File: src/rtl/uart_pkg.sv
// Shared types and constants for the UART transmit scheduler.
package uart_pkg;

  // Scheduler FSM states
  typedef enum logic [1:0] {
    IDLE    = 2'd0,
    CFG     = 2'd1,
    WAIT_LO = 2'd2,
    WAIT_HI = 2'd3
  } state_e;

  // Baud select applied out of reset
  localparam logic [3:0] BAUD_RST = 4'd11;

  // Default data byte width
  localparam int unsigned DW_DEF = 8;

  // Ceiling log2; callers guarantee n >= 2 so the result is at least 1
  function automatic int unsigned clog2(input int unsigned n);
    int unsigned r;
    r = 0;
    for (int unsigned v = n - 1; v > 0; v = v >> 1) begin
      r = r + 1;
    end
    return r;
  endfunction

endpackage

File: src/rtl/uart_rr_arb.sv
// Combinational round-robin arbiter: searches upward from ptr+1, wrapping modulo NREQ.
module uart_rr_arb
  import uart_pkg::*;
#(
  parameter int unsigned NREQ = 4
) (
  input  logic [NREQ-1:0]        req,
  input  logic [clog2(NREQ)-1:0] ptr,
  output logic [NREQ-1:0]        win,
  output logic [clog2(NREQ)-1:0] win_idx,
  output logic                   valid
);

  localparam int unsigned IW = clog2(NREQ);

  int unsigned     pos;
  logic [NREQ-1:0] shifted;

  // Walk offsets from farthest to nearest so the nearest candidate after ptr is kept last
  always_comb begin
    win     = '0;
    win_idx = '0;
    valid   = 1'b0;
    pos     = 0;
    shifted = '0;
    for (int i = NREQ; i > 0; i--) begin
      pos = 32'(ptr) + 32'(i);
      if (pos >= NREQ) begin
        pos = pos - NREQ;
      end
      shifted = req >> pos;
      if (shifted[0]) begin
        win     = NREQ'(1) << pos;
        win_idx = IW'(pos);
        valid   = 1'b1;
      end
    end
  end

endmodule

File: src/rtl/uart_tx_sched.sv
// Round-robin transmit scheduler sharing one UART transmitter among NREQ requesters.
// Owns the applied framing/baud configuration and only changes it between frames.
module uart_tx_sched
  import uart_pkg::*;
#(
  parameter int unsigned NREQ = 4,
  parameter int unsigned DW   = DW_DEF
) (
  input  logic                   clk,
  input  logic                   reset,
  input  logic [NREQ-1:0]        req,
  input  logic [NREQ*DW-1:0]     req_data,
  output logic [NREQ-1:0]        grant,
  input  logic                   cfg_eight,
  input  logic                   cfg_pen,
  input  logic                   cfg_ohel,
  input  logic [3:0]             cfg_baud,
  output logic                   eight,
  output logic                   pen,
  output logic                   ohel,
  output logic [3:0]             baud,
  input  logic                   tx_ready,
  output logic                   tx_load,
  output logic [DW-1:0]          tx_data,
  output logic                   busy,
  output logic [clog2(NREQ)-1:0] owner
);

  localparam int unsigned IW = clog2(NREQ);

  state_e          state_q;
  state_e          state_d;
  logic [NREQ-1:0] arb_win;
  logic [IW-1:0]   arb_idx;
  logic            arb_valid;
  logic [DW-1:0]   win_data;
  logic            cfg_diff;
  logic            do_cfg;
  logic            do_grant;

  // owner doubles as the round-robin pointer
  uart_rr_arb #(
    .NREQ(NREQ)
  ) u_arb (
    .req     (req),
    .ptr     (owner),
    .win     (arb_win),
    .win_idx (arb_idx),
    .valid   (arb_valid)
  );

  // Select the winning requester's byte through the one-hot winner vector
  always_comb begin
    win_data = '0;
    for (int i = 0; i < NREQ; i++) begin
      if (arb_win[i]) begin
        win_data = win_data | req_data[i*DW +: DW];
      end
    end
  end

  assign cfg_diff = ({cfg_eight, cfg_pen, cfg_ohel, cfg_baud} != {eight, pen, ohel, baud});

  // Config takes priority over a pending request; neither acts while the transmitter is busy
  assign do_cfg   = (state_q == IDLE) && tx_ready && cfg_diff;
  assign do_grant = (state_q == IDLE) && tx_ready && !cfg_diff && arb_valid;

  // Next-state decode
  always_comb begin
    state_d = state_q;
    unique case (state_q)
      IDLE: begin
        if (do_cfg) begin
          state_d = CFG;
        end else if (do_grant) begin
          state_d = WAIT_LO;
        end
      end
      CFG:     state_d = IDLE;
      WAIT_LO: if (!tx_ready) state_d = WAIT_HI;
      WAIT_HI: if (tx_ready) state_d = IDLE;
      default: state_d = IDLE;
    endcase
  end

  // State and registered outputs, synchronous active-low reset
  always_ff @(posedge clk) begin
    if (!reset) begin
      state_q <= IDLE;
      tx_load <= 1'b0;
      grant   <= '0;
      tx_data <= '0;
      busy    <= 1'b0;
      owner   <= IW'(NREQ - 1);
      eight   <= 1'b0;
      pen     <= 1'b0;
      ohel    <= 1'b0;
      baud    <= BAUD_RST;
    end else begin
      state_q <= state_d;
      busy    <= (state_d != IDLE);
      tx_load <= do_grant;
      grant   <= do_grant ? arb_win : '0;
      if (do_grant) begin
        tx_data <= win_data;
        owner   <= arb_idx;
      end
      if (do_cfg) begin
        eight <= cfg_eight;
        pen   <= cfg_pen;
        ohel  <= cfg_ohel;
        baud  <= cfg_baud;
      end
    end
  end

endmodule

File: config.mk
export PLATFORM = sky130hd
export DESIGN_NAME = uart_tx_sched
export DESIGN_NICKNAME = d
export VERILOG_FILES = /design/src/rtl/uart_pkg.sv /design/src/rtl/uart_rr_arb.sv /design/src/rtl/uart_tx_sched.sv
export SDC_FILE = /design/constraint.sdc
export NUM_CORES = 1
export LEC_CHECK = 0
export CORE_ASPECT_RATIO = 1.1
export CORE_MARGIN = 2
export CORE_UTILIZATION = 47
export DETAILED_ROUTE_END_ITERATION = 6
export PLACE_DENSITY = 0.85
export SYNTH_ARGS = -nofsm -noshare
export SYNTH_HDL_FRONTEND = slang
export SYNTH_HIERARCHICAL = 1
export SYNTH_SLANG_ARGS = --single-unit
File: constraint.sdc
create_clock -name clk -period 5.4 [get_ports clk]
set_clock_uncertainty 0.2 [all_clocks]
set_input_delay 0.54 -clock clk [delete_from_list [all_inputs] [get_ports clk]]
set_output_delay 0.54 -clock clk [all_outputs]
set_load 0.05 [all_outputs]
==> out/metrics.cfg <==
[run_status]
outcome=completed

[die]
fp.dieW_um=62.77
fp.dieH_um=68.65
ios=69
rows=23
core_area_mm2=0.003655
die_area_mm2=0.004309
start_util_pct=48.85

[grt]
grt_overflow_total=0
grt_pass1_wl_um=7569
grt_max_degree=41
grt_use_total_pct=22.29
grt_pass1_vias=1616
antenna_found_initial=0

[power]
p_per_area_mw_per_mm2=172.8
pwr-share-comb_pct=29.3
clkPwrFrac_pct=26.1
sw_frac_of_total_pct=29.23
power.share.sequential_pct=44.7
internal_power_uw=306.6
cellLeakagePower_nw=0.9753
p_switching_uw=126.6
vdd_ir_drop_max_mv=0.1110

[sta]
min_period_over_period_pct=77.28
setup_viol=0
fin_setup_tns_ps=0
fmax_ghz=0.2396
slew_viol_final=0
hold_viol=0
max_slew_margin_pct=20.85
tightest_slew_ps=1184
rsz0062_at_grt=no
period_needed_ps=4173

[place]
routabilityCongestion=0.8759
dpl.hpwl_um=3430
port_buffers=68
place_inst=304

[final_layout]
area_delta_synth_final_pct=40.43
final_common_cell=clkdlybuf4s50_1
antennaDiodeCount=0
layout_common_cells=clkdlybuf4s50_1 (68), dfxtp_1 (25), nand2_1 (20)
fin_nets=312
drive_gt1_share_pct=5.814
fillCellCount=321
final_cell_count_no_fill=308
regArea_um2=500.5
multi_input_area_mm2=0.001210

[synth]
syn_inst=199
ys.warnings.count=6
async_flop_share_pct=0
synthTopCellsByArea=dfxtp_1 (28%), mux2i_1 (10%), a22o_1 (7.8%)
syn-cell-area_mm2=0.001785
ys_types=46
syn-mean-instance-area_um2=8.972
ys.flop_type=dfxtp_1
ys_seq_area_share_pct=28.03
synth_top_cell_area_share_pct=28.03
synth_edf_count=0
synth-seq-cells=25
synth_fp_nets=252
yosysTopAreaCell=dfxtp_1

[worst_setup_path]
startpoint_type=flop
critPathBufInv=1
required_ps=5400
critPathMaxStageDelay_ps=890
critPathCaptureType=flop
arrival_ps=4170
crit_chain=inv_1 > ha_1 > mux2i_1 > o22ai_1 > a221oi_2 > o31ai_1 > a22o_1 > o21ai_0 > mux2i_1
setup.worst_path.end=tx_data[5]
cpMostUsedCell=mux2i_1
r2r-end=tx_data[5]
r2r_cells=9
critPathKind=flop to flop
critPathMaxFanout=21
worstSetupStartpoint=owner[0]
ff2ff_setup_slack_ps=1230
reg2reg_from=owner[0]
crit_cells=9
cp_slowest_cell=o31ai_1
crit_family=compound AO/OA/AOI/OAI gates

[cts]
htreeDepth=1
cts-root-buf=clkbuf_8
cts_buffer_depth=2
insertion_delay_ps=270
post_cts_resized=0
clk_pin_slew_ps=90
ctsHoldBuffers=0
cts_tree=built
clock-sinks=25
numCtsBuffers=3
post_cts_buffers=0

[routing]
dr.first_iter.drc_count=92
ant_nets=0
num_vias=1696
vias_per_cell=5.506
drt_pre_antenna_iters=4
wl_per_cell_um=14.70
drcViolationCount=0
wl_um=4527

[job]
cap_violations=0

[hold_path]
hold_class=flop to flop

## state kept, by name (all words and copies together), names as in the netlist
signal,flops
tx_data,8
baud,4
grant,4
owner,2
state_q,2
busy,1
eight,1
ohel,1
pen,1
tx_load,1
## tightest hold or removal path, stage by stage, from the launching register on
cell and delay, ps:
dfxtp_1 320, nand2_1 50, mux2i_1 50
## cell type report
cell class,instances,share of cell area [%]
multi-input cells,159,48.25
repair buffers,68,27.15
flip-flops and latches,25,19.96
well taps,50,2.495
clock buffers,3,1.647
inverters,2,0.2994
clock inverters,1,0.1996
## cell families after synthesis
kind of cell / after synthesis / share of synthesized area, %
simple gates: 66 / 20.81
compound gates: 56 / 23.48
flops: 25 / 28.03
mux: 23 / 15.14
buf+inv: 15 / 4.205
xor+xnor: 7 / 3.434
fa+ha+maj: 7 / 4.905
## power groups by stage
stage          registers (mW)  logic (mW)  clock network, mW
2_1_floorplan           0.212      0.0574                  0
3_3_place_gp            0.198       0.125                  0
3_5_place_dp            0.198       0.126                  0
4_1_cts                 0.194       0.127              0.115
5_1_grt                 0.194       0.137              0.121
6_report                0.193       0.127              0.113
## cells in the mapped netlist (2+ instances only)
master,number
a22oi_1,2
ha_1,7
xnor2_1,4
and3_1,5
a22o_1,16
dfxtp_1,25
buf_2,3
inv_1,2
a21o_1,2
o21ai_0,10
clkbuf_1,8
o2111ai_1,3
nor4_1,3
or4_1,5
buf_6,2
nor2b_1,10
and2_1,8
nand4_1,3
nand2_1,20
a21oi_1,8
mux2i_1,18
mux2_4,2
a31oi_1,2
o211ai_1,2
o21a_1,2
nor2_1,5
xor2_1,3
## routing by layer
metal  GRT usage [%]  vias up  routed length, µm
met3           6.818        5                412
met4           5.833        0                 43
met1           28.03      766               1990
met5               0        -                  0
li1                -      861                  -
met2           37.77       64               2081
## metrics by stage
step	utilization, %	hold slack (ps)	power (mW)	setup slack (ps)	instance area, µm²
after detailed placement	67.34	250.9	0.3242	1259	2461
after global placement	67.34	243.4	0.3225	1393	2461
after global routing	68.61	275.0	0.4529	727.2	2507
final	68.61	262.7	0.4332	1227	2507
after CTS	68.61	266.7	0.4350	1237	2507
after floorplan	-	311.9	0.2699	1831	1785
## worst min path at each step
| stage | cells past startpoint | startpoint | end | slack (ps) |
|---|---|---|---|---|
| 6_report | 2 | tx_data[6] | tx_data[6] | 260 |
| 5_1_grt | 2 | tx_data[1] | tx_data[1] | 280 |
| 4_1_cts | 2 | tx_data[1] | tx_data[1] | 270 |
| 3_5_place_dp | 2 | tx_data[0] | tx_data[0] | 250 |
| 3_3_place_gp | 2 | tx_data[0] | tx_data[0] | 240 |
| 2_1_floorplan | 3 | state_q[0] | busy | 310 |
Power figures use the tool's default switching activity.
